<file path="config.mk">
export PLATFORM = sky130hd
export DESIGN_NAME = axi_refill_reader_flat
export DESIGN_NICKNAME = d
export VERILOG_FILES = /design/src/rtl/axi_pkg.sv /design/src/rtl/axi_refill_reader_if.sv /design/src/rtl/axi_refill_reader.sv /design/src/flat_wrapper.sv
export SDC_FILE = /design/constraint.sdc
export NUM_CORES = 1
export LEC_CHECK = 0
export CORE_MARGIN = 2
export CORE_UTILIZATION = 46
export CTS_CLUSTER_DIAMETER = 40
export CTS_CLUSTER_SIZE = 14
export DETAILED_ROUTE_END_ITERATION = 12
export PLACE_DENSITY_LB_ADDON = 0.05
export SYNTH_ARGS = -nofsm -noshare
export SYNTH_HDL_FRONTEND = slang
export SYNTH_SLANG_ARGS = --single-unit
export TNS_END_PERCENT = 30
</file>
<file path="constraint.sdc">
create_clock -name clk -period 4.4 [get_ports clk]
set_input_delay 1.32 -clock clk [delete_from_list [all_inputs] [get_ports clk]]
set_output_delay 1.32 -clock clk [all_outputs]
set_load 0.02 [all_outputs]
</file>
<file path="src/rtl/axi_pkg.sv">
// Shared AXI4 read-side definitions for the refill readers and the read arbiter.
package axi_pkg;

    localparam int AXI_ADDR_W  = 32;
    localparam int AXI_DATA_W  = 32;
    localparam int AXI_LEN_W   = 4;
    localparam int AXI_SIZE_W  = 3;
    localparam int AXI_BURST_W = 2;
    localparam int AXI_RESP_W  = 2;

    localparam logic [AXI_BURST_W-1:0] AXI_BURST_INCR = 2'b01;
    localparam logic [AXI_SIZE_W-1:0]  AXI_SIZE_4B    = 3'b010;
    localparam logic [AXI_RESP_W-1:0]  AXI_RESP_OKAY  = 2'b00;

    typedef enum logic [1:0] {
        ST_IDLE = 2'd0,
        ST_ADDR = 2'd1,
        ST_DATA = 2'd2,
        ST_DONE = 2'd3
    } refill_state_t;

endpackage

</file>
<file path="src/rtl/axi_refill_reader_if.sv">
// AXI4 read address/data channel bundle between a refill reader and the arbiter.
interface axi_refill_reader_if;
    import axi_pkg::*;

    logic [AXI_ADDR_W-1:0]  araddr;
    logic [AXI_LEN_W-1:0]   arlen;
    logic [AXI_SIZE_W-1:0]  arsize;
    logic [AXI_BURST_W-1:0] arburst;
    logic                   arvalid;
    logic                   arready;
    logic [AXI_DATA_W-1:0]  rdata;
    logic [AXI_RESP_W-1:0]  rresp;
    logic                   rlast;
    logic                   rvalid;
    logic                   rready;

    modport master (
        output araddr, arlen, arsize, arburst, arvalid, rready,
        input  arready, rdata, rresp, rlast, rvalid
    );

    modport slave (
        input  araddr, arlen, arsize, arburst, arvalid, rready,
        output arready, rdata, rresp, rlast, rvalid
    );

endinterface

</file>
<file path="src/rtl/axi_refill_reader.sv">
// Cache-miss refill: one AXI read burst per miss, beats assembled into a line.
//
// state   | meaning
// --------+--------------------------------------------------------------
// IDLE    | waiting for a miss request
// ADDR    | AR channel valid, fields frozen until arready
// DATA    | accepting R beats into the line buffer, rready high
// DONE    | one-cycle done/err pulse, then back to IDLE
module axi_refill_reader
    import axi_pkg::*;
#(
    parameter int LINE_WORDS = 8
) (
    input  logic                     clk,
    input  logic                     rst_n,
    input  logic                     req,
    input  logic [31:0]              req_addr,
    input  logic                     req_uncached,
    output logic                     busy,
    output logic                     done,
    output logic                     err,
    output logic [32*LINE_WORDS-1:0] line_data,
    axi_refill_reader_if.master      m_axi
);

    localparam int CNT_W = $clog2(LINE_WORDS + 1);
    localparam int IDX_W = (LINE_WORDS > 1) ? $clog2(LINE_WORDS) : 1;
    localparam logic [31:0] LINE_MASK = ~((32'(LINE_WORDS) << 2) - 32'd1);

    refill_state_t          r_state;
    logic                   r_busy;
    logic                   r_done;
    logic                   r_err;
    logic                   r_err_flag;
    logic                   r_arvalid;
    logic [AXI_ADDR_W-1:0]  r_araddr;
    logic [AXI_LEN_W-1:0]   r_arlen;
    logic [AXI_SIZE_W-1:0]  r_arsize;
    logic [AXI_BURST_W-1:0] r_arburst;
    logic                   r_uncached;
    logic [IDX_W-1:0]       r_word_idx;
    logic [CNT_W-1:0]       r_cnt;
    logic [31:0]            r_line [LINE_WORDS];

    logic                   w_beat;
    logic                   w_cnt_full;
    logic                   w_beat_bad;
    logic [IDX_W-1:0]       w_wr_idx;

    // rready is the only combinational output: it follows the state register
    assign m_axi.rready = (r_state == ST_DATA);
    assign w_beat       = (r_state == ST_DATA) && m_axi.rvalid;
    assign w_cnt_full   = (r_cnt == CNT_W'(LINE_WORDS));
    // A beat is bad on a non-OKAY response, when it runs past arlen, or when
    // rlast arrives with a beat count other than arlen+1.
    assign w_beat_bad   = (m_axi.rresp != AXI_RESP_OKAY)
                        || (32'(r_cnt) > 32'(r_arlen))
                        || (m_axi.rlast && (32'(r_cnt) != 32'(r_arlen)));
    // Uncached data lands in its natural slot so the cache can index it directly
    assign w_wr_idx     = r_uncached ? r_word_idx : r_cnt[IDX_W-1:0];

    assign busy          = r_busy;
    assign done          = r_done;
    assign err           = r_err;
    assign m_axi.arvalid = r_arvalid;
    assign m_axi.araddr  = r_araddr;
    assign m_axi.arlen   = r_arlen;
    assign m_axi.arsize  = r_arsize;
    assign m_axi.arburst = r_arburst;

    for (genvar g = 0; g < LINE_WORDS; g++) begin : g_flat
        assign line_data[32*g +: 32] = r_line[g];
    end

    // Request sequencing, AR channel registers, beat counting and error tracking
    always_ff @(posedge clk or negedge rst_n) begin
        if (!rst_n) begin
            r_state    <= ST_IDLE;
            r_busy     <= 1'b0;
            r_done     <= 1'b0;
            r_err      <= 1'b0;
            r_err_flag <= 1'b0;
            r_arvalid  <= 1'b0;
            r_araddr   <= '0;
            r_arlen    <= '0;
            r_arsize   <= '0;
            r_arburst  <= '0;
            r_uncached <= 1'b0;
            r_word_idx <= '0;
            r_cnt      <= '0;
        end else begin
            r_done <= 1'b0;
            r_err  <= 1'b0;
            case (r_state)
                ST_IDLE: begin
                    if (req) begin
                        r_state    <= ST_ADDR;
                        r_busy     <= 1'b1;
                        r_arvalid  <= 1'b1;
                        r_araddr   <= req_uncached ? {req_addr[31:2], 2'b00}
                                                   : (req_addr & LINE_MASK);
                        r_arlen    <= req_uncached ? '0 : AXI_LEN_W'(LINE_WORDS - 1);
                        r_arsize   <= AXI_SIZE_4B;
                        r_arburst  <= AXI_BURST_INCR;
                        r_uncached <= req_uncached;
                        r_word_idx <= IDX_W'((req_addr >> 2) & 32'(LINE_WORDS - 1));
                        r_err_flag <= 1'b0;
                    end
                end
                ST_ADDR: begin
                    if (m_axi.arready) begin
                        r_arvalid <= 1'b0;
                        r_state   <= ST_DATA;
                        r_cnt     <= '0;
                    end
                end
                ST_DATA: begin
                    if (m_axi.rvalid) begin
                        if (!w_cnt_full) begin
                            r_cnt <= r_cnt + 1'b1;
                        end
                        if (w_beat_bad) begin
                            r_err_flag <= 1'b1;
                        end
                        if (m_axi.rlast) begin
                            r_state <= ST_DONE;
                            r_done  <= 1'b1;
                            r_err   <= r_err_flag | w_beat_bad;
                        end
                    end
                end
                ST_DONE: begin
                    r_state <= ST_IDLE;
                    r_busy  <= 1'b0;
                end
                default: begin
                    r_state <= ST_IDLE;
                    r_busy  <= 1'b0;
                end
            endcase
        end
    end

    // Line buffer: accepted beats are stored until the counter saturates
    always_ff @(posedge clk or negedge rst_n) begin
        if (!rst_n) begin
            for (int i = 0; i < LINE_WORDS; i++) begin
                r_line[i] <= '0;
            end
        end else if (w_beat && !w_cnt_full) begin
            r_line[w_wr_idx] <= m_axi.rdata;
        end
    end

endmodule

</file>
<file path="src/flat_wrapper.sv">
// flat-port wrapper written by rule: the top's interface ports become plain ports
module axi_refill_reader_flat import axi_pkg::*;
#(
    parameter int LINE_WORDS = 8
)
  (clk, rst_n, req, req_addr, req_uncached, busy, done, err, line_data, m_axi_araddr, m_axi_arlen, m_axi_arsize, m_axi_arburst, m_axi_arvalid, m_axi_rready, m_axi_arready, m_axi_rdata, m_axi_rresp, m_axi_rlast, m_axi_rvalid);
  axi_refill_reader_if m_axi_i ();
  input  logic clk;
  input  logic rst_n;
  input  logic req;
  input  logic [31:0] req_addr;
  input  logic req_uncached;
  output logic busy;
  output logic done;
  output logic err;
  output logic [32*LINE_WORDS-1:0] line_data;
  output wire logic [$bits(m_axi_i.araddr)-1:0] m_axi_araddr;
  output wire logic [$bits(m_axi_i.arlen)-1:0] m_axi_arlen;
  output wire logic [$bits(m_axi_i.arsize)-1:0] m_axi_arsize;
  output wire logic [$bits(m_axi_i.arburst)-1:0] m_axi_arburst;
  output wire logic [$bits(m_axi_i.arvalid)-1:0] m_axi_arvalid;
  output wire logic [$bits(m_axi_i.rready)-1:0] m_axi_rready;
  input wire logic [$bits(m_axi_i.arready)-1:0] m_axi_arready;
  input wire logic [$bits(m_axi_i.rdata)-1:0] m_axi_rdata;
  input wire logic [$bits(m_axi_i.rresp)-1:0] m_axi_rresp;
  input wire logic [$bits(m_axi_i.rlast)-1:0] m_axi_rlast;
  input wire logic [$bits(m_axi_i.rvalid)-1:0] m_axi_rvalid;
  assign m_axi_araddr = m_axi_i.araddr;
  assign m_axi_arlen = m_axi_i.arlen;
  assign m_axi_arsize = m_axi_i.arsize;
  assign m_axi_arburst = m_axi_i.arburst;
  assign m_axi_arvalid = m_axi_i.arvalid;
  assign m_axi_rready = m_axi_i.rready;
  assign m_axi_i.arready = m_axi_arready;
  assign m_axi_i.rdata = m_axi_rdata;
  assign m_axi_i.rresp = m_axi_rresp;
  assign m_axi_i.rlast = m_axi_rlast;
  assign m_axi_i.rvalid = m_axi_rvalid;
  axi_refill_reader #(.LINE_WORDS(LINE_WORDS)) u_core (.clk(clk), .rst_n(rst_n), .req(req), .req_addr(req_addr), .req_uncached(req_uncached), .busy(busy), .done(done), .err(err), .line_data(line_data), .m_axi(m_axi_i));
endmodule
</file>
## Yosys cells after proc, flatten, opt, wreduce, memory -nomap -nowiden

Cells that the tools add are included.

- Add/sub/neg operators: 1
- Magnitude comparators: 3
- Equality and inequality tests: 11
- Muxes and demuxes: 29
- Bitwise gates (word level): 2
- Reductions and logical operators: 19

Operator list:

| kind | count |
|---|---|
| bitwise mux 256 bit | 1 |
| demux 32 bit (select 3 bit) | 1 |
| 2-to-1 mux 32 bit | 1 |
| 2-to-1 mux 4 bit | 3 |
| AND reduction 4 bit | 3 |
| 2-to-1 mux 1 bit | 11 |
| nonzero test 2 bit | 5 |
| 2-to-1 mux 2 bit | 4 |
| one-hot mux 2 bit (4 select lines) | 1 |
| one-hot mux 4 bit (2 select lines) | 1 |
| 2-to-1 mux 3 bit | 2 |
| != test 2 x 1 -> 1 bit, second input constant | 3 |
| != test 2 bit, second input constant | 3 |
| one-hot mux 1 bit (2 select lines) | 3 |
| 2-to-1 mux 5 bit | 1 |
| adder 4 x 1 -> 4 bit, second input constant | 1 |
| == test 2 bit, second input constant | 2 |
| == test 4 bit, second input constant | 1 |
| >= comparator 4 bit, second input constant | 1 |
| > comparator 4 bit | 1 |
| logical AND 1 bit | 4 |
| less-than comparator 4 x 1 -> 1 bit, second input constant | 1 |
| != test 4 bit | 1 |
| inverter 3 -> 4 bit | 1 |
| 7 further kinds | 9 |

- Flip-flop bits (word level): 308
- Input port bits: 73

## Logic depth before layout (Yosys ltp)

Gate-level depths: netlist of the first run.

- Depth in word-level cells: 7
- Gate-level depth with buffers: 8

## Worst setup path after synthesis of the first run

No wires, ideal clock.

- Path type: in2reg
- Start: input port m_axi_rvalid
- End: register u_core.r_line (netlist bit u_core.line_data[193])
- Library setup time: 0.125 ns
- Arrival: 2.503 ns
- Required time: 4.275 ns
- Path slack: 1.772 ns
- Cell stages on the path: 6
- Path through: nand2_1 a311oi_2 nor2b_1 clkbuf_2 clkbuf_8 mux2_2

- Longest elaborated chain between the ends: 2

RTL lines:

| item | line | text |
|---|---|---|
| start, declared | flat_wrapper.sv:27 | `input wire logic [$bits(m_axi_i.rvalid)-1:0] m_axi_rvalid;` |
| logical AND 1 bit | axi_refill_reader.sv:52 | `assign w_beat = (r_state == ST_DATA) && m_axi.rvalid;` |
| logical AND 1 bit | axi_refill_reader.sv:150 | `end else if (w_beat && !w_cnt_full) begin` |
| end signal, assigned by index | axi_refill_reader.sv:151 | `r_line[w_wr_idx] <= m_axi.rdata;` |
| end, declared | axi_refill_reader.sv:43 | `logic [31:0] r_line [LINE_WORDS];` |

No other way between the ends.
A chain may end at the register's enable or synchronous reset.

## Worst setup path after layout of the first run

- Start: register u_core.r_state[0]
- End: output port m_axi_rready

- Longest elaborated chain between the ends: 1

RTL lines:

| item | line | text |
|---|---|---|
| start, declared | axi_refill_reader.sv:30 | `refill_state_t r_state;` |
| start signal, assigned | axi_refill_reader.sv:78 | `r_state <= ST_IDLE;` |
| start signal, assigned | axi_refill_reader.sv:97 | `r_state <= ST_ADDR;` |
| start signal, assigned | axi_refill_reader.sv:113 | `r_state <= ST_DATA;` |
| == test 2 bit | axi_refill_reader.sv:51 | `assign m_axi.rready = (r_state == ST_DATA);` |
| end, declared | flat_wrapper.sv:22 | `output wire logic [$bits(m_axi_i.rready)-1:0] m_axi_rready;` |

No other way between the ends.

==> reports/qor.log, run 1 <==
[floorplanning] die area 26800 sq um
[clock_tree] level count of the clock H-tree 2
[clock_tree] number of buffers created by CTS 40
[finish] fraction of layout cells with a size suffix above 1 0.333
[worst_setup_path] crit-path cells inv_1 -> ha_1 -> clkdlybuf4s50_1
[worst_setup_path] data arrival time of the critical path 2.12 ns
[sta] highest clock frequency the design can meet 291 MHz
[sta] worst clock skew 0.0149 ns
[route] post-route DRC violation count 0
[clock_tree] Clock Latency Late Sink 0.51 ns
[sta] Worst Hold Slack 0.480 ns
[global_routing] total congestion overflow after global routing 0
[synth] prevailing post-synth register cell sky130_fd_sc_hd__dfrtp_1
[sta] post-layout min period 3.44 ns
[worst_setup_path] startpoint of the worst-slack reg-to-reg timing path u_core.r_state[0]$_DFFE_PN0P_
[global_routing] met3 track utilization from global routing 0.0818
[pwr] overall power after layout 13.7 mW
[pwr] total power divided by cell area 798 nW/um^2
[finish] number of nets at the end of the flow 1196
[route] DR vias/cell 5.06
[hold_path] hold path cells 2
[global_routing] All-Layer GR Usage 0.220
[synth] cell with the most instances after synthesis sky130_fd_sc_hd__dfrtp_1
[hold_path] type of the worst min-delay path reg2reg
[route] detailed router's first-iteration violation count 380
[clock_tree] buffer count from post-CTS setup fixing 0
[sta] Pins Over Slew Limit 0
[sta] headroom to the max-slew limit 0.598
[clock_tree] clock transition at the registers of the reported paths 0.05 ns
[hold_path] capture endpoint of the worst hold path u_core.m_axi.araddr[4]$_DFFE_PN0P_
[worst_setup_path] type of the worst setup path reg2out
[finish] multi-input combinational cell area 3870 sq um
[worst_setup_path] CP Launch Type flip-flop
[route] total detailed-routing wirelength 29500 um
[hold_path] startpoint of the tightest hold check path u_core.m_axi.araddr[4]$_DFFE_PN0P_
[sta] final hold violation count 0
[clock_tree] TritonCTS clock tree yes
[clock_tree] number of buffers inserted for hold repair after clock tree synthesis 0
[placement] post-place setup slack 0.732 ns
[finish] area growth from synthesis to layout 46.9%
[sta] Total Negative Setup Slacks 0 ns
[pwr] VDD IR max 0.467 mV
[floorplanning] Die Span X 164 um
[run] number of maximum-capacitance constraint violations 0
[route] Wirelength per Cell 20.0 um
[floorplanning] Placeable Area 25100 sq um
[floorplanning] # rows 58
[clock_tree] Root Buffer Master sky130_fd_sc_hd__clkbuf_16
[synth] post-synthesis area per instance 16.1 sq um
[floorplanning] initial core utilization 0.467
[worst_setup_path] required time worst endpoint 3.08 ns
[synth] post-synthesis cell area 11700 sq um
[global_routing] via count of the first global-routing pass 7707
[synth] cell type with the largest total area after synthesis sky130_fd_sc_hd__dfrtp_1
[finish] sequential cell area in the final layout 7580 sq um
[worst_setup_path] r2r endpoint u_core.line_data[218]$_DFFE_PN0P_
[synth] leading cell types by total area after synthesis sky130_fd_sc_hd__dfrtp_1 65%, sky130_fd_sc_hd__mux2_2 27%, sky130_fd_sc_hd__ha_1 0.96%
[placement] placed cells 1402
[placement] GPL Wtd Cong 0.739
[route] vias post-DR 7460
[global_routing] largest net degree at the start of global routing 96
[finish] # diodes 0
[synth] post-synthesis cell type count 38
[placement] count of input and output buffers 366
[worst_setup_path] largest stage delay on the critical path 0.70 ns
[synth] share of flip-flops with an asynchronous set or reset after synthesis 1.00
[sta] Final period util 0.782
[worst_setup_path] maximum net fanout on the critical path 12
[synth] synth warn 0
[sta] Final Worst Setup Slack 0.961 ns
[pwr] Static Leak 7.78 nW
[route] First-pass DRT Iterations 4
[sta] setup-violating endpoint count in the final report 0
[route] Antenna Nets Post-Route 0
[worst_setup_path] sort of element at the end of the critical path primary output
[global_routing] first-pass GRT wire length 45300 um
[global_routing] antenna violations before repair 0
[placement] DPL Wire Length 20100 um
[clock_tree] Num Clock Sinks 303
[worst_setup_path] worst reg-to-reg path cell count 7
[sta] worst-margin pin slew 0.603 ns
[global_routing] global-route met1 utilization 0.281
[worst_setup_path] r2r setup slk 1.79 ns
[synth] count of flip-flops with a built-in enable after synthesis 0
[synth] register area share after synthesis 0.647
[synth] most common library cells after synthesis 303 x sky130_fd_sc_hd__dfrtp_1, 283 x sky130_fd_sc_hd__mux2_2, 20 x sky130_fd_sc_hd__nand2_1, 12 x sky130_fd_sc_hd__buf_2, 12 x sky130_fd_sc_hd__buf_4
[clock_tree] clock tree buffer depth 3
[global_routing] GRT met2 Usage 0.354
[synth] Synth Register Bits 303
[synth] Mapped Cells 727
[synth] proportion of netlist area held by the largest area contributor 0.647
[global_routing] layer with the highest usage after global routing met2
[floorplanning] vertical extent of the die 164 um
[finish] number of fill cells 1859
[sta] RSZ-0062 raised after global routing false
[clock_tree] quantity of gates resized following cts 0
[finish] Final Instance Count excl. Fillers 1473
[worst_setup_path] crit path max-delay cell type sky130_fd_sc_hd__clkdlybuf4s50_1
[outcome] status finished, final reports clean
[floorplanning] I/O pin count 375
[power breakdown]
part | total, mW | switching, mW | leakage [nW] | internal [mW]
Sequential | 4.52 | 0.586 | 3.92 | 3.93
Combinational | 5.74 | 2.75 | 3.16 | 2.98
Clock | 3.48 | 1.22 | 0.702 | 2.26
[worst max path at each step]
| stage | from | end | slack, ns | cells after the start |
|---|---|---|---|---|
| 3_3_place_gp | m_axi_rvalid | u_core.line_data[217]$_DFFE_PN0P_ | 0.74 | 6 |
| 6_report | u_core.r_state[0]$_DFFE_PN0P_ | m_axi_rready | 0.96 | 3 |
| 2_1_floorplan | m_axi_rvalid | u_core.line_data[193]$_DFFE_PN0P_ | 1.77 | 6 |
| 3_5_place_dp | m_axi_rvalid | u_core.line_data[218]$_DFFE_PN0P_ | 0.73 | 6 |
| 5_1_grt | u_core.r_state[0]$_DFFE_PN0P_ | m_axi_rready | 0.82 | 3 |
| 4_1_cts | u_core.r_state[0]$_DFFE_PN0P_ | m_axi_rready | 0.91 | 3 |
[stage by stage]
step,utilization,cell area (sq um)
after floorplan,-,11700
after global placement,0.628,15800
after detailed placement,0.628,15800
after CTS,0.686,17200
after global routing,0.686,17200
final,0.686,17200
[cell usage in the layout (no fill, tap or decap), drive strengths merged, types with 2 or more instances in the layout]
cell type | synthesis | layout
nor2b | 3 | 3
or3 | 2 | 2
nand2 | 20 | 20
dfrtp | 303 | 303
o32ai | 2 | 2
bufinv | 0 | 8
clkinvlp | 0 | 4
buf | 30 | 18
ha | 9 | 9
nand4 | 2 | 2
inv | 8 | 15
nand2b | 8 | 8
clkdlybuf4s50 | 0 | 365
mux2i | 2 | 2
a21oi | 6 | 6
clkbuf | 13 | 47
nor2 | 5 | 5
clkinv | 0 | 5
o32a | 2 | 2
mux2 | 289 | 289
conb | 1 | 6
o21ai | 8 | 8
[critical path, delay by kind of cell (launching register included)]
family	cells	cell delay (ns)
buf+inv	2	0.79
flops	1	0.41
fa+ha+maj	1	0.42
[registers in the layout (all words and copies together) (netlist names), 2 cells and up]
name / count
u_core.r_state: 2
u_core.line_data: 256
u_core.m_axi.araddr: 30
u_core.r_cnt: 4
u_core.r_word_idx: 3
[layout make-up]
cell class,instances,share of cell area
clock buffer,47,0.0632
clock inverter,24,0.0211
inverter,8,0.00174
multi-input combinational,378,0.225
sequential,303,0.440
tap,330,0.0240
timing repair buffer,383,0.225
[metal layers]
layer	wire (um)	part of all wire
met2	13900	0.47
met5	0	0
met3	2740	0.093
met4	648	0.022
met1	12100	0.41
[cells by family after synthesis]
group	after synthesis	synth area share
and+or+nand+nor	45	0.0188
adders and majority gates	9	0.00961
DFF	303	0.647
buffers and inverters	51	0.0282
muxes	291	0.280
other	1	0.000320
AOI/OAI and AO/OA	27	0.0165
Power figures use the tool's default switching activity.
==> run 2, diff against run 1 <==
==> constraint.sdc (replaced) <==
create_clock -name clk -period 3.45 [get_ports clk]
set_input_delay 1.035 -clock clk [delete_from_list [all_inputs] [get_ports clk]]
set_output_delay 1.035 -clock clk [all_outputs]
set_load 0.02 [all_outputs]
==> reports/qor.log, run 2 (synthesis gave the netlist of run 1 again) <==
[sta] setup-violating endpoint count in the final report 0 [unchanged]
[clock_tree] clock tree buffer depth 3 [unchanged]
[pwr] total power divided by cell area 1000 nW/um^2 [+25%]
[clock_tree] Root Buffer Master sky130_fd_sc_hd__clkbuf_16
[route] Antenna Nets Post-Route 0 [unchanged]
[pwr] Switching Fraction 0.338 [+0.00570]
[clock_tree] number of buffers inserted for hold repair after clock tree synthesis 0 [unchanged]
[route] First-pass DRT Iterations 4 [unchanged]
[route] detailed router's first-iteration violation count 325 [-14%]
[finish] number of nets at the end of the flow 1207 [+0.92%]
[global_routing] antenna violations before repair 0 [unchanged]
[floorplanning] initial core utilization 0.467 [unchanged]
[placement] count of input and output buffers 366 [unchanged]
[global_routing] via count of the first global-routing pass 7709 [+0.026%]
[finish] fin area 17200 sq um [+0.12%]
[global_routing] All-Layer GR Usage 0.223 [+0.00289]
[global_routing] total congestion overflow after global routing 0 [unchanged]
[clock_tree] clock transition at the registers of the reported paths 0.05 ns [about the same]
[floorplanning] # rows 58 [unchanged]
[global_routing] largest net degree at the start of global routing 75 [-22%]
[sta] RSZ-0062 raised after global routing false
[finish] fraction of layout cells with a size suffix above 1 0.337 [+0.00346]
[worst_setup_path] maximum net fanout on the critical path 12 [unchanged]
[clock_tree] number of buffers created by CTS 40 [unchanged]
[sta] headroom to the max-slew limit 0.602 [+0.00395]
[worst_setup_path] sort of element at the end of the critical path primary output
[finish] area growth from synthesis to layout 47.1%
[finish] most frequent standard cell in the layout excluding fill and tap cells sky130_fd_sc_hd__clkdlybuf4s50_1
[floorplanning] I/O pin count 375 [unchanged]
[clock_tree] quantity of gates resized following cts 0 [unchanged]
[sta] Final period util 0.916
[pwr] Static Leak 7.79 nW [about the same]
[placement] DPL Wire Length 20500 um [+1.7%]
[hold_path] type of the worst min-delay path reg2reg
[route] total detailed-routing wirelength 30100 um [+2.0%]
[worst_setup_path] crit path max-delay cell type sky130_fd_sc_hd__clkdlybuf4s50_1
[outcome] status finished, final reports clean
[pwr] overall power after layout 17.2 mW [+26%]
[floorplanning] Placeable Area 25100 sq um [unchanged]
[worst_setup_path] CP Launch Type flip-flop
[global_routing] first-pass GRT wire length 45300 um [+0.15%]
[pwr] Sequential Power Share 0.335 [+0.006]
[worst_setup_path] required time worst endpoint 2.41 ns [-0.67 ns]
[worst_setup_path] crit-path cells inv_1 -> ha_1 -> clkdlybuf4s50_1
[clock_tree] buffer count from post-CTS setup fixing 0 [unchanged]
[clock_tree] Clock Latency Late Sink 0.51 ns [about the same]
[placement] total cell area at the placement stage 15900 sq um [+0.76%]
[worst_setup_path] largest stage delay on the critical path 0.71 ns [about the same]
[pwr] internal power contribution 11.4 mW [+24%]
[finish] flip-flop count of the largest register after layout 256 [unchanged]
[sta] highest clock frequency the design can meet 316 MHz
[run] number of maximum-capacitance constraint violations 0 [unchanged]
[floorplanning] Die Span X 164 um [unchanged]
[worst_setup_path] family of cells with the greatest summed delay on the critical path buffers and inverters
[finish] # diodes 0 [unchanged]
[clock_tree] TritonCTS clock tree yes
[route] post-route DRC violation count 0 [unchanged]
[pwr] Sw Pwr 5.82 mW [+28%]
[floorplanning] die area 26800 sq um [unchanged]
[floorplanning] vertical extent of the die 164 um [unchanged]
[worst_setup_path] count of buffering cells on the critical path with inverters included 2 [unchanged]
[route] vias post-DR 7511 [+0.68%]
[sta] worst clock skew 0.0149 ns [+0.0000235 ns]
[pwr] VDD IR max 0.653 mV [+40%]
[pwr] part of the power in the clock network 0.240 [-0.013]
[sta] Pins Over Slew Limit 0 [unchanged]
[worst_setup_path] data arrival time of the critical path 2.13 ns [about the same]
[sta] final hold violation count 0 [unchanged]
[pwr] combinational share of power 0.426 [+0.008]
[clock_tree] level count of the clock H-tree 2 [unchanged]
[clock_tree] Num Clock Sinks 303 [unchanged]
[sta] Total Negative Setup Slacks 0 ns [unchanged]
[finish] top library cells by usage in the layout, fill and taps aside 365 x sky130_fd_sc_hd__clkdlybuf4s50_1, 303 x sky130_fd_sc_hd__dfrtp_1, 283 x sky130_fd_sc_hd__mux2_2, 41 x sky130_fd_sc_hd__clkbuf_16, 19 x sky130_fd_sc_hd__buf_4
[route] Wirelength per Cell 20.2 um [+1.2%]
[sta] worst-margin pin slew 0.597 ns [-0.00592 ns]
[route] DR vias/cell 5.06 [-0.13%]
[worst_setup_path] type of the worst setup path reg2out
[placement] GPL Wtd Cong 0.761 [+3.0%]
[sta] post-layout min period 3.16 ns
-- run 2: cell count changes in the layout (fill, tap and decap cells not counted) --
cell,before,now
sky130_fd_sc_hd__clkinvlp_4,4,3
sky130_fd_sc_hd__buf_4,11,19
sky130_fd_sc_hd__clkinv_4,2,4
sky130_fd_sc_hd__clkbuf_1,2,6
sky130_fd_sc_hd__inv_6,7,6
sky130_fd_sc_hd__buf_12,6,9
sky130_fd_sc_hd__clkinv_2,3,4
sky130_fd_sc_hd__bufinv_16,8,4
-- run 2: through the flow --
step / instances / util / hold slack [ns] / setup slack [ns]
final: 1485 / 0.687 / 0.485 / 0.288
after global routing: 1485 / 0.687 / 0.508 / 0.189
after CTS: 1485 / 0.687 / 0.490 / 0.258
after detailed placement: 1413 / 0.633 / 0.474 / 0.465
after global placement: 1413 / 0.633 / 0.466 / 0.481
after floorplan: 732 / - / 0.480 / 1.11
-- run 2: final cells by class --
| cell class | instances | area [sq um] |
|---|---|---|
| clock buffers | 51 | 1100 |
| flip-flops and latches | 303 | 7580 |
| inverters | 8 | 30.0 |
| fillers | 1862 | 7870 |
| repair buffers | 394 | 3990 |
| well taps | 330 | 413 |
| clock inverters | 21 | 250 |
| multi-input cells | 378 | 3870 |
-- run 2: worst min-delay path, stage by stage (launching register included) --
cell	delay, ns
sky130_fd_sc_hd__dfrtp_1	0.34
sky130_fd_sc_hd__nand2_1	0.05
sky130_fd_sc_hd__o21ai_0	0.06
-- run 2: final timing paths --
path	start	endpoint	depth (start not counted)	slack, ns
max in group asynchronous	rst_n	u_core.r_cnt[2]$_DFFE_PN0P_	2	2.13
min in group asynchronous	rst_n	u_core.line_data[71]$_DFFE_PN0P_	1	0.51
worst max register to register	u_core.r_cnt[1]$_DFFE_PN0P_	u_core.line_data[37]$_DFFE_PN0P_	7	1.05
worst min-delay path	u_core.m_axi.araddr[4]$_DFFE_PN0P_	u_core.m_axi.araddr[4]$_DFFE_PN0P_	2	0.48
worst max-delay path	u_core.r_state[0]$_DFFE_PN0P_	m_axi_rready	3	0.29
worst min register to register	u_core.m_axi.araddr[4]$_DFFE_PN0P_	u_core.m_axi.araddr[4]$_DFFE_PN0P_	2	0.48
-- run 2: routing by layer --
metal,GRT usage,share of wire,vias to the layer above
li1,-,-,3362
met1,0.277,0.40,3841
met2,0.368,0.48,263
met3,0.0744,0.089,45
met4,0.0706,0.025,0
met5,0,0,-
-- run 2: power groups by stage --
stage	Combinational (mW)	Sequential, mW	Clock [mW]
6_report	7.34	5.77	4.14
5_1_grt	7.72	5.95	4.38
4_1_cts	7.42	5.77	4.22
3_5_place_dp	7.39	5.82	0
3_3_place_gp	7.31	5.75	0
2_1_floorplan	1.97	7.49	0
